## src/rtl/serial_adder_ctrl.sv

```systemverilog
`timescale 1ns/1ps
// -----------------------------------------------------------------------------
// serial_adder_ctrl
//
// Purpose
//   Bit-serial adder sequencer built around one shared 1-bit full-adder slice.
//   The operands are accepted over a valid/ready handshake. One bit pair per
//   clock passes through the full adder, LSB first, and the carry is registered
//   between bits. The WIDTH-bit sum and the carry-out are returned over a second
//   valid/ready handshake. This is the minimum-area adder path for the
//   multi-bit ALU.
//
// Parameters
//   WIDTH      operand and sum width in bits, 2..32 (default 8)
//
// Ports
//   clk        rising-edge clock
//   rst_n      asynchronous active-low reset
//   in_valid   the a/b/cin operands are valid
//   in_ready   the block can accept operands (IDLE only)
//   a, b       WIDTH-bit operands
//   cin        carry into bit 0
//   out_valid  sum/cout are valid (DONE only)
//   out_ready  the consumer accepts the result
//   sum        a + b + cin, low WIDTH bits (registered)
//   cout       carry out of bit WIDTH-1 (registered)
//   busy       high in RUN or DONE
//   overflow   signed overflow; exists only when SERIAL_ADD_OVF_EN is defined
//
// Build option
//   SERIAL_ADD_OVF_EN : adds the overflow port and the logic that drives it.
// -----------------------------------------------------------------------------
module serial_adder_ctrl #(
  parameter int WIDTH = 8
) (
  input  logic             clk,
  input  logic             rst_n,
  input  logic             in_valid,
  output logic             in_ready,
  input  logic [WIDTH-1:0] a,
  input  logic [WIDTH-1:0] b,
  input  logic             cin,
  output logic             out_valid,
  input  logic             out_ready,
  output logic [WIDTH-1:0] sum,
  output logic             cout,
  output logic             busy
`ifdef SERIAL_ADD_OVF_EN
  ,
  output logic             overflow
`endif
);

  localparam int CW = (WIDTH > 1) ? $clog2(WIDTH) : 1;
  localparam logic [CW-1:0] CNT_LAST = CW'(WIDTH - 1);

  localparam logic [1:0] IDLE = 2'd0;
  localparam logic [1:0] RUN  = 2'd1;
  localparam logic [1:0] DONE = 2'd2;

  logic [1:0]       state_reg;
  logic [WIDTH-1:0] a_sh_reg;
  logic [WIDTH-1:0] b_sh_reg;
  logic [WIDTH-1:0] sum_reg;
  logic             carry_reg;
  logic             cout_reg;
  logic [CW-1:0]    cnt_reg;

  // The single shared full-adder slice. It works on the current LSBs of the
  // shift registers and on the registered carry.
  logic fa_axb;
  logic fa_sum;
  logic fa_cout;
  assign fa_axb  = a_sh_reg[0] ^ b_sh_reg[0];
  assign fa_sum  = fa_axb ^ carry_reg;
  assign fa_cout = (a_sh_reg[0] & b_sh_reg[0]) | (fa_axb & carry_reg);

  logic last_bit;
  assign last_bit = (state_reg == RUN) && (cnt_reg == CNT_LAST);

  always_ff @(posedge clk or negedge rst_n) begin
    if (!rst_n) begin
      state_reg <= IDLE;
      a_sh_reg  <= '0;
      b_sh_reg  <= '0;
      sum_reg   <= '0;
      carry_reg <= 1'b0;
      cout_reg  <= 1'b0;
      cnt_reg   <= '0;
    end else begin
      case (state_reg)
        IDLE: begin
          if (in_valid) begin
            a_sh_reg  <= a;
            b_sh_reg  <= b;
            carry_reg <= cin;
            cnt_reg   <= '0;
            state_reg <= RUN;
          end
        end
        RUN: begin
          // Each sum bit enters at the MSB. After WIDTH shifts, bit 0 has
          // reached position 0.
          sum_reg   <= {fa_sum, sum_reg[WIDTH-1:1]};
          a_sh_reg  <= a_sh_reg >> 1;
          b_sh_reg  <= b_sh_reg >> 1;
          carry_reg <= fa_cout;
          if (last_bit) begin
            // The counter is held on the last bit so it never counts past WIDTH-1.
            cout_reg  <= fa_cout;
            state_reg <= DONE;
          end else begin
            cnt_reg <= cnt_reg + 1'b1;
          end
        end
        DONE: begin
          if (out_ready) begin
            state_reg <= IDLE;
          end
        end
        default: state_reg <= IDLE;
      endcase
    end
  end

`ifdef SERIAL_ADD_OVF_EN
  logic ovf_reg;

  // On the MSB step, carry_reg holds the carry into the MSB. Signed overflow
  // is that carry XOR the carry out of the MSB.
  always_ff @(posedge clk or negedge rst_n) begin
    if (!rst_n) begin
      ovf_reg <= 1'b0;
    end else if (last_bit) begin
      ovf_reg <= carry_reg ^ fa_cout;
    end
  end

  assign overflow = ovf_reg;
`endif

  assign in_ready  = (state_reg == IDLE);
  assign out_valid = (state_reg == DONE);
  assign busy      = (state_reg != IDLE);
  assign sum       = sum_reg;
  assign cout      = cout_reg;

endmodule

```

## config.mk

```make
export PLATFORM = sky130hd
export DESIGN_NAME = serial_adder_ctrl
export DESIGN_NICKNAME = d
export VERILOG_FILES = /design/src/rtl/serial_adder_ctrl.sv
export SDC_FILE = /design/constraint.sdc
export NUM_CORES = 1
export LEC_CHECK = 0
export ABC_AREA = 1
export BUFFER_PORTS_ARGS = -buffer_cell sky130_fd_sc_hd__buf_4
export CAP_MARGIN = 20
export CELL_PAD_IN_SITES_DETAIL_PLACEMENT = 0
export CELL_PAD_IN_SITES_GLOBAL_PLACEMENT = 1
export CORE_UTILIZATION = 29
export DETAILED_ROUTE_END_ITERATION = 8
export PLACE_DENSITY = 0.61
export SLEW_MARGIN = 20
export SYNTH_ARGS = -nofsm -noshare
export SYNTH_HDL_FRONTEND = slang
export SYNTH_SLANG_ARGS = --single-unit
```

## constraint.sdc

```tcl
create_clock -name clk -period 2.7 [get_ports clk]
set_input_delay 0.27 -clock clk [delete_from_list [all_inputs] [get_ports clk]]
set_output_delay 0.27 -clock clk [all_outputs]
set_load 0.05 [all_outputs]
```

### Word level (Yosys, flattened, before mapping)

Index checks and enable logic that the tools add are counted.

* add/sub/neg operators: 1
* multipliers: 0
* div/mod/pow operators: 0
* $lt $le $gt $ge: 0
* equal/unequal tests: 7
* shift operators: 0
* mux-type cells: 13
* bitwise logic cells: 5
* reductions and logical operators: 8

Operator list (number)
* case mux 8 bit (2 select lines): 2
* 2-to-1 mux 8 bit: 2
* 2-to-1 mux 2 bit: 3
* 2-to-1 mux 3 bit: 2
* != test 2 bit (second input constant): 3
* case mux 2 bit (3 select lines): 1
* case mux 3 bit (2 select lines): 1
* AND reduction 3 bit: 2
* AND reduction 2 bit: 2
* nonzero test 2 bit: 2
* adder 3 x 1 -> 3 bit (second input constant): 1
* equality test 3 bit (second input constant): 1
* bitwise AND 1 bit: 2
* equality test 2 x 1 -> 1 bit (second input constant): 1
* equality test 2 bit (second input constant): 1
* logical NOT 2 bit: 1
* != test 2 x 1 -> 1 bit (second input constant): 1
* case mux 1 bit (2 select lines): 1
* bitwise XOR 1 bit: 2
* logical AND 1 bit: 1
* 2-to-1 mux 1 bit: 1
* bitwise OR 1 bit: 1

* bits in registers: 31
* bits in latches: 0
* bits in writable memories: 0
* ROM bits: 0
* bits of input ports: 21
* output and inout port bits: 12
* word-level logic and storage cells: 41
* memories kept: 0

### Longest topological paths before layout

Gate-level depths: netlist (run 1).

* depth in word-level cells: 4
* mapped depth: 7
* mapped depth without buffers: 6

### Worst setup path before layout (run 1)

No wires, ideal clock.

* path type: reg-to-output
* start: register state_reg[0]
* end: output busy
* data arrival time: 1.486 ns
* required time: 2.430 ns
* slack: 0.944 ns
* stages on the path, launching flop included: 4
* path buffers: 1
* path through: dfrtp_1 -> buf_6 -> nor2_2 -> inv_1

* cells in the longest elaborated chain, start to end: 1

Ends and longest elaborated chain
* start, declared: RTL line 61 `logic [1:0] state_reg;`
* start signal, assigned: RTL line 83 `state_reg <= IDLE;`
* start signal, assigned: RTL line 98 `state_reg <= RUN;`
* start signal, assigned: RTL line 111 `state_reg <= DONE;`
* nonzero test 2 bit: RTL line 144 `assign busy = (state_reg != IDLE);`
* end, declared: RTL line 47 `output logic busy`

Every way passes these cells.

### Worst setup path in the final report (run 1)

Same ends and word-level chain as after synthesis.

==> results.md, run 1 <==
* Yosys warns at 0
* Clock Sink Count at 31
* Sequential fraction of the synthesis area at 0.509
* Via count at 1,206
* Area occupied by multi-input gates at 632 µm²
* P_leak at just over 1 nW
* Max Fclk at 596 MHz
* Number of max-slew violations in the final report at 0
* Critical path fanouts, max at 13
* Total negative slack at 0 ns
* Fin crit period at about 1.7 ns
* Gr busiest metal: met2
* CTS max path bufs at 2
* Seq cells post-synth at 31
* Dpl cells at 283
* Fin. Hold Viols at 0
* Setup crit start kind: flop
* Drt wl/cell at 11.1 µm
* Worst hold start: out_ready
* Gpl congestion at between 0.6 and 0.7
* Initial Util at 0.301
* DP HPWL at roughly 2200 µm
* Routed Antenna Nets at 0
* Pre-CTS WS at 1.21 ns
* M3 GR Usage at 0.0447
* Hold Path Class: in -> reg
* Post-Route WL at 3230 µm
* FILL cells at 579
* Die area at 5550 µm²
* Setup Crit Path Kind: reg -> out
* Avg Inst Size Synth at ~8.2 µm²
* Crit path arrival time at 1.41 ns
* Synth Instances at roughly 190
* RSZ-0062 raised after global routing: false
* Layout Utilization at 0.371
* Synth cell types at 19
* Vias in the first global route at 1,141
* Setup-failing EPs final at 0
* Clock transition at path regs at approximately 0.07 ns
* DRT Pass-1 Iters at 4
* P&R area growth vs syn at 23.4%
* Synth Net Count at 211
* Hold slack at 0.183 ns
* Layout cells sized above 1 at 0.221
* Worst-case vdd ir drop at approximately 350 µV
* CTS H-tree lvls at 2
* Starting DRT DRC Count at 49
* # DRC at 0
* Site Rows at 26
* Core area at 5070 µm²
* Post-CTS setup buffers at 0
* Worst setup EP type: output port
* First-pass GRT wire length at 5430 µm
* Period utilization at 0.622
* Top Ports at 33
* Fin cells at between 200 and 300
* Clock root cell: clkbuf_8
* Die W at 74.5 µm
* PwrDens at 1220 nW/µm²
* Die Ht at 74.5 µm
* Pin count of the biggest net entering global routing at 32
* Final layout net count at between 200 and 250
* Worst-Skew Late Latency at ~0.28 ns
* Flip-flop and latch area at around 780 µm²
* Port buffer count at 32
* Setup WS post-layout at 1.02 ns
* Gr ovfl total at 0
* Max cap viols at 0
* Rel. slew slack at 0.640
* DR vias/cell at 4.13
* Data required, critical path at around 2.4 ns
* Tightest Pin Transition at 0.540 ns
* CTS tree: done
* Netlist Area Pre-Place at 1530 µm²
* Cts bufs inserted at 5
* Gr usage total at 0.132
* GRT met2 Usage at 0.187
* Status: complete, no violations
* Worst Setup SP: state_reg[0]
* Reg2reg start: state_reg[0]
* Initial antenna violation count at 0
* Met1 GRT Util at 0.185
* Clock Skew at 0.0110 ns
* Ant diodes at 0
-- final timing paths --
kind | endpoint | cells after the start | slack, ns
max in group asynchronous | b_sh_reg[5] | 2 | 1.94
min in group asynchronous | b_sh_reg[3] | 2 | 0.46
min reg2reg | a_sh_reg[7] | 2 | 0.47
min | state_reg[1] | 2 | 0.18
max | busy | 3 | 1.02
max reg2reg | a_sh_reg[2] | 5 | 1.21
-- cells in the final DEF, fill, tap and decap left out, types with 2 or more instances in the layout --
cell type / synthesis / final
ha_1: 2 / 2
clkbuf_1: 0 / 2
nand2_1: 97 / 97
nand3_1: 21 / 21
nor2_1: 2 / 2
inv_2: 2 / 2
clkbuf_8: 1 / 5
nand2_4: 2 / 2
buf_4: 4 / 34
inv_1: 7 / 7
dfrtp_1: 31 / 31
o21ai_0: 8 / 8
-- cells by family after synthesis --
family	share of synthesized area
AND/OR/NAND/NOR	0.343
AO/OA/AOI/OAI	0.0418
buffers and inverters	0.0771
adder cells (fa/ha/maj)	0.0295
flip-flops	0.509
-- critical path, cell delays in order, from the launching register on --
cell     delay [ns]
dfrtp_1        0.57
nor2_2         0.30
inv_1          0.07
buf_4          0.19
-- power breakdown --
group	switching, W	internal, W	leakage [nW]
clock	0.000165	0.000181	0.0422
sequential	0.000145	0.000668	0.394
combinational	0.000764	0.000369	0.594
-- cells in the mapped netlist --
cell type	number	share of area
buf_4	4	0.020
buf_6	3	0.022
clkbuf_8	1	0.0090
dfrtp_1	31	0.51
fa_1	1	0.013
ha_1	2	0.016
inv_1	7	0.017
inv_2	2	0.0049
inv_4	1	0.0041
nand2_1	97	0.24
nand2_2	1	0.0041
nand2_4	2	0.015
nand3_1	21	0.069
nor2_1	2	0.0049
nor2_2	1	0.0041
nor2_4	1	0.0074
o21ai_0	8	0.026
o21ai_4	1	0.011
o31ai_1	1	0.0049
-- per-layer routing --
metal / vias up / part of all wire
met2: 29 / 0.39
li1: 651 / -
met1: 522 / 0.54
met3: 4 / 0.061
met5: - / 0
met4: 0 / 0.013
-- what timing repair did --
action                                  CTS  global route
gates resized for setup                   0             0
hold endpoints to repair                 31             0
hold buffers                              1             0
endpoints found under the setup margin    0             0
-- metrics by stage --
stage	total power (W)	instance area [µm²]
2_1_floorplan	0.00173	1530
3_3_place_gp	0.00198	1790
3_5_place_dp	0.00197	1790
4_1_cts	0.00233	1880
5_1_grt	0.00250	1880
6_report	0.00229	1880
-- cell type report --
class	count	area share
Tap cell	70	0.0465
Inverter	10	0.0213
Clock buffer	7	0.0406
Multi-Input combinational cell	138	0.336
Timing Repair Buffer	35	0.141
Clock inverter	1	0.00266
Sequential cell	31	0.412
Power figures use the tool's default switching activity.
==> run 2: changes to the inputs <==
--- a/config.mk
+++ b/config.mk
@@ -12,7 +12,7 @@
 export CELL_PAD_IN_SITES_GLOBAL_PLACEMENT = 1
 export CORE_UTILIZATION = 29
 export DETAILED_ROUTE_END_ITERATION = 8
-export PLACE_DENSITY = 0.61
+export PLACE_DENSITY = 0.63
 export SLEW_MARGIN = 20
 export SYNTH_ARGS = -nofsm -noshare
 export SYNTH_HDL_FRONTEND = slang
==> constraint.sdc (replaced) <==
create_clock -name clk -period 1.4 [get_ports clk]
set_input_delay 0.14 -clock clk [delete_from_list [all_inputs] [get_ports clk]]
set_output_delay 0.14 -clock clk [all_outputs]
set_load 0.05 [all_outputs]
==> run 2 against run 1 <==
Against the previous run: clock power increased to 2.6 times the previous value; register-to-register slack got worse by 1.1 ns; routed wire length increased by 5.7%; die area unchanged; via count increased by 6.6%; largest cell class unchanged; sequential cell count unchanged; sequential power increased by 87%; hold slack got worse by 0.14 ns; first-iteration DRC count increased by 61%.
==> results.md, run 2 (synthesized netlist as in run 1, its figures left out) <==
* Via count at 1,285
* Number of max-slew violations in the final report at 0
* Data required, critical path at between 1 and 1.5 ns
* CTS tree: done
* Critical-path top delay cell: dfrtp_1
* Crit path arrival time at 1.21 ns
* Critical path fanouts, max at 21
* RSZ-0062 raised after global routing: true
* CP Cell Sequence: buf_12 -> nor2_4 -> buf_4
* Initial Util at 0.301
* Area occupied by multi-input gates at 648 µm²
* FF-to-FF End: cnt_reg[0]
* Setup Crit Path Kind: reg -> out
* Post-Route WL at ~3400 µm
* Max Fclk at 738 MHz
* Routed Antenna Nets at 0
* Tightest Pin Transition at around 0.42 ns
* Max cap viols at 0
* Layout cells sized above 1 at 0.244
* DRT Pass-1 Iters at 4
* FILL cells at 562
* Die area at 5550 µm²
* Fin. Hold Viols at 0
* CTS H-tree lvls at 2
* PwrDens at 2450 nW/µm²
* First-pass GRT wire length at about 6000 µm
* DP HPWL at 2230 µm
* Status: complete, no violations
* Max stage delay on crit path at roughly 0.40 ns
* Hold Path Class: in -> reg
* Drt wl/cell at 11.6 µm
* Top Ports at 33
* Clock root cell: clkbuf_8
* Pin count of the biggest net entering global routing at 32
* Worst hold start: out_ready
* Initial antenna violation count at 0
* Cts bufs inserted at 5
* Gr ovfl total at 0
* Final layout net count at ~250
* Worst-case vdd ir drop at 888 µV
* Port buffer count at 32
* Gr usage total at 0.145
* Fin crit period at approximately 1.4 ns
* Starting DRT DRC Count at just under 80
* Die Ht at roughly 75 µm
* Worst-Skew Late Latency at 0.28 ns
* Clock Sink Count at 31
* Setup crit start kind: flop
* DR vias/cell at 4.36
* # DRC at 0
* CTS max path bufs at 2
* P&R area growth vs syn at 29.5%
* Worst R2R Setup Slack at 0.12 ns
* Worst setup EP type: output port
* Rel. slew slack at 0.723
* P_leak at 1.07 nW
* Clock Skew at 0.00755 ns
* Vias in the first global route at 1,207
* Hold slack at 0.0407 ns
* Period utilization at 0.968
* Core area at 5070 µm²
* Final Cell Area at 1980 µm²
* Setup-failing EPs final at 0
* Clock transition at path regs at ~0.070 ns
* Flip-flop and latch area at 776 µm²
* Min-Delay Endpoint: state_reg[1]
* Site Rows at 26
* Reg2reg start: cnt_reg[0]
* Ant diodes at 0
* Commonest cells after routing, fill and taps aside: nand2_1, buf_4, dfrtp_1
* Placed instance area at 1830 µm²
* R2r worst-path depth at 6
* Total negative slack at 0 ns
* Gpl congestion at 0.698
* Commonest non-fill, non-tap cell in the layout: nand2_1
* Die W at between 70 and 80 µm
* Worst Hold Depth at 2
## run 2: area by class of cell
type / instances / area share
Sequential cell: 31 / 0.393
Clock inverter: 2 / 0.0177
Tap cell: 70 / 0.0443
Multi-Input combinational cell: 138 / 0.328
Timing Repair Buffer: 38 / 0.154
Clock buffer: 6 / 0.0418
Inverter: 10 / 0.0215
## run 2: how the worst max path moves through the flow
stage	from	end	slack (ns)
detailed placement	cnt_reg[0]	cnt_reg[0]	0.12
floorplan	state_reg[0]	busy	0.04
global placement	a_sh_reg[0]	carry_reg	0.15
global route	state_reg[0]	busy	-0.008
CTS	state_reg[1]	busy	-0.01
finish	state_reg[0]	in_ready	0.05
## run 2: power by group
part	internal (W)	total, W	switching [W]
logic	0.000826	0.00240	0.00158
clock network	0.000575	0.000913	0.000338
registers	0.00129	0.00152	0.000235
## run 2: through the flow
step                      std cells  total power [W]  worst slack [ns]  utilization
after floorplan                 187          0.00335            0.0431            -
after global placement          286          0.00391             0.147        0.361
after detailed placement        286          0.00393             0.120        0.361
after CTS                       294          0.00486           -0.0144        0.385
after global routing            295          0.00530          -0.00812        0.389
final                           295          0.00484            0.0452        0.389
## run 2: repair_timing
action,CTS,global route
endpoints found under the setup margin,1,4
resized for setup,1,2
endpoints found under the hold margin,31,0
pin swaps,0,1
hold buffers,1,0
setup buffers,0,1
## run 2: per-layer routing
metal	track usage	wire length, µm	vias to the layer above
met4	0.0503	57	0
met2	0.205	1480	35
li1	-	-	655
met3	0.0420	179	5
met1	0.211	1700	590
met5	0	0	-
## run 2: worst max-delay path, delay by kind of cell, from the launching register on
kind | cells | cell delay, ns
buffers and inverters | 2 | 0.38
DFF | 1 | 0.40
and+or+nand+nor | 1 | 0.15
==> run 3: changes to the inputs <==
--- a/config.mk
+++ b/config.mk
@@ -12,7 +12,7 @@
 export CELL_PAD_IN_SITES_GLOBAL_PLACEMENT = 1
 export CORE_UTILIZATION = 29
 export DETAILED_ROUTE_END_ITERATION = 8
-export PLACE_DENSITY = 0.63
+export PLACE_DENSITY = 0.59
 export SLEW_MARGIN = 20
 export SYNTH_ARGS = -nofsm -noshare
 export SYNTH_HDL_FRONTEND = slang
==> run 3 against run 2 <==
Against the previous run: non-clock buffer count up 8; critical path depth unchanged; clock power shrank 14%; critical endpoint unchanged.
==> results.md, run 3 (synthesized netlist as in run 1, its figures left out) <==
* Worst setup EP type: output port
* CTS tree: done
* DR vias/cell at 4.30
* Data required, critical path at 1.26 ns
* Initial antenna violation count at 0
* # DRC at 0
* Fin crit period at 1.37 ns
* Routed Antenna Nets at 0
* Total negative slack at 0 ns
* R2r worst-path depth at 6
* Clock transition at path regs at around 0.060 ns
* Clock root cell: clkbuf_8
* Total power draw at 0.00489 W
* Tightest Pin Transition at a little under 0.4 ns
* Starting DRT DRC Count at 48
* P_leak at 1.10 nW
* Die area at about 5600 µm²
* Initial Util at 0.301
* Worst hold start: out_ready
* Gr ovfl total at 0
* Post-Route WL at 3660 µm
* Worst-Skew Late Latency at 0.28 ns
* FF-to-FF End: cnt_reg[2]
* Reg2reg start: cnt_reg[0]
* Setup WS post-layout at 0.0317 ns
* Drt wl/cell at 12.1 µm
* Critical path fanouts, max at 11
* Status: complete, no violations
* Placed instance area at ~1800 µm²
* Core area at 5070 µm²
* Gr usage total at 0.139
* Via count at about 1.3k
* Clock Sink Count at 31
* Setup-failing EPs final at 0
* Cts bufs inserted at 5
* Pin count of the biggest net entering global routing at 32
* PwrDens at 2410 nW/µm²
* Setup Crit Path Kind: reg -> out
* CTS H-tree lvls at 2
* Gpl congestion at 0.711
* Final layout net count at 256
* FILL cells at 569
* Worst R2R Setup Slack at 0.15 ns
* CTS max path bufs at 2
* Final Cell Area at 2030 µm²
* Top Ports at 33
* Worst Hold Depth at 2
* Setup crit start kind: flop
* Number of max-slew violations in the final report at 0
* Site Rows at 26
* Commonest non-fill, non-tap cell in the layout: nand2_1
* DP HPWL at approximately 2400 µm
* Commonest cells after routing, fill and taps aside: nand2_1, buf_4, dfrtp_1
* Layout Utilization at 0.400
* Clock Skew at 0.00680 ns
* Die Ht at 74.5 µm
* Min-Delay Endpoint: state_reg[1]
* Max Fclk at 731 MHz
* Rel. slew slack at 0.738
* Port buffer count at 32
* Layout cells sized above 1 at 0.275
* Pre-CTS WS at roughly 0.071 ns
* Max cap viols at 0
* Fin. Hold Viols at 0
* Die W at 74.5 µm
* RSZ-0062 raised after global routing: false
* Period utilization at 0.977
* Hold Path Class: in -> reg
* Ant diodes at 0
* DRT Pass-1 Iters at 4
* Worst-case vdd ir drop at 1540 µV
* First-pass GRT wire length at 5620 µm
* Crit path arrival time at 1.23 ns
* Vias in the first global route at 1,174
* P&R area growth vs syn at 33.1%
-- run 3: metrics by stage --
| stage | std cells | hold WS [ns] |
|---|---|---|
| finish | 303 | 0.0498 |
| global route | 303 | 0.0407 |
| CTS | 299 | 0.0412 |
| detailed placement | 287 | 0.103 |
| global placement | 287 | 0.101 |
| floorplan | 187 | -0.156 |
-- run 3: layer usage --
metal / GRT usage / share of wire / vias to the layer above
li1: - / - / 672
met1: 0.187 / 0.49 / 592
met2: 0.198 / 0.43 / 30
met3: 0.0447 / 0.056 / 9
met4: 0.0755 / 0.024 / 0
met5: 0 / 0 / -
-- run 3: how the worst max path moves through the flow --
stage,from,end,slack [ns],cells past startpoint
2_1_floorplan,state_reg[0],busy,0.04,3
3_3_place_gp,cnt_reg[0],cnt_reg[1],0.13,6
3_5_place_dp,cnt_reg[0],cnt_reg[2],0.07,6
4_1_cts,state_reg[1],busy,0.002,4
5_1_grt,state_reg[0],in_ready,0.002,3
6_report,state_reg[0],in_ready,0.03,3
-- run 3: power breakdown --
part           internal (W)  total (W)  switching, W
combinational      0.000948    0.00257       0.00162
clock              0.000449   0.000785      0.000336
sequential          0.00129    0.00154      0.000245
total               0.00269    0.00489       0.00220
-- run 3: final cells by class --
class / instances / area, µm² / share of cell area
Sequential cell: 31 / 777 / 0.383
Multi-Input combinational cell: 138 / 642 / 0.316
Timing Repair Buffer: 46 / 382 / 0.188
Clock buffer: 8 / 100 / 0.0493
Tap cell: 70 / 87.6 / 0.0431
Inverter: 10 / 42.5 / 0.0209
-- run 3: critical path, stage by stage, from the launching register on --
cell and delay, ns:
dfrtp_2 0.43, buf_12 0.16, nor2_4 0.14, buf_4 0.22
-- run 3: repair_timing --
action,4_1_cts,5_1_grt
pin swaps,0,1
hold buffers,1,0
buffers inserted,3,3
endpoints found under the hold margin,31,0
resized for setup,1,3
gates cloned,0,1
endpoints found under the setup margin,1,3
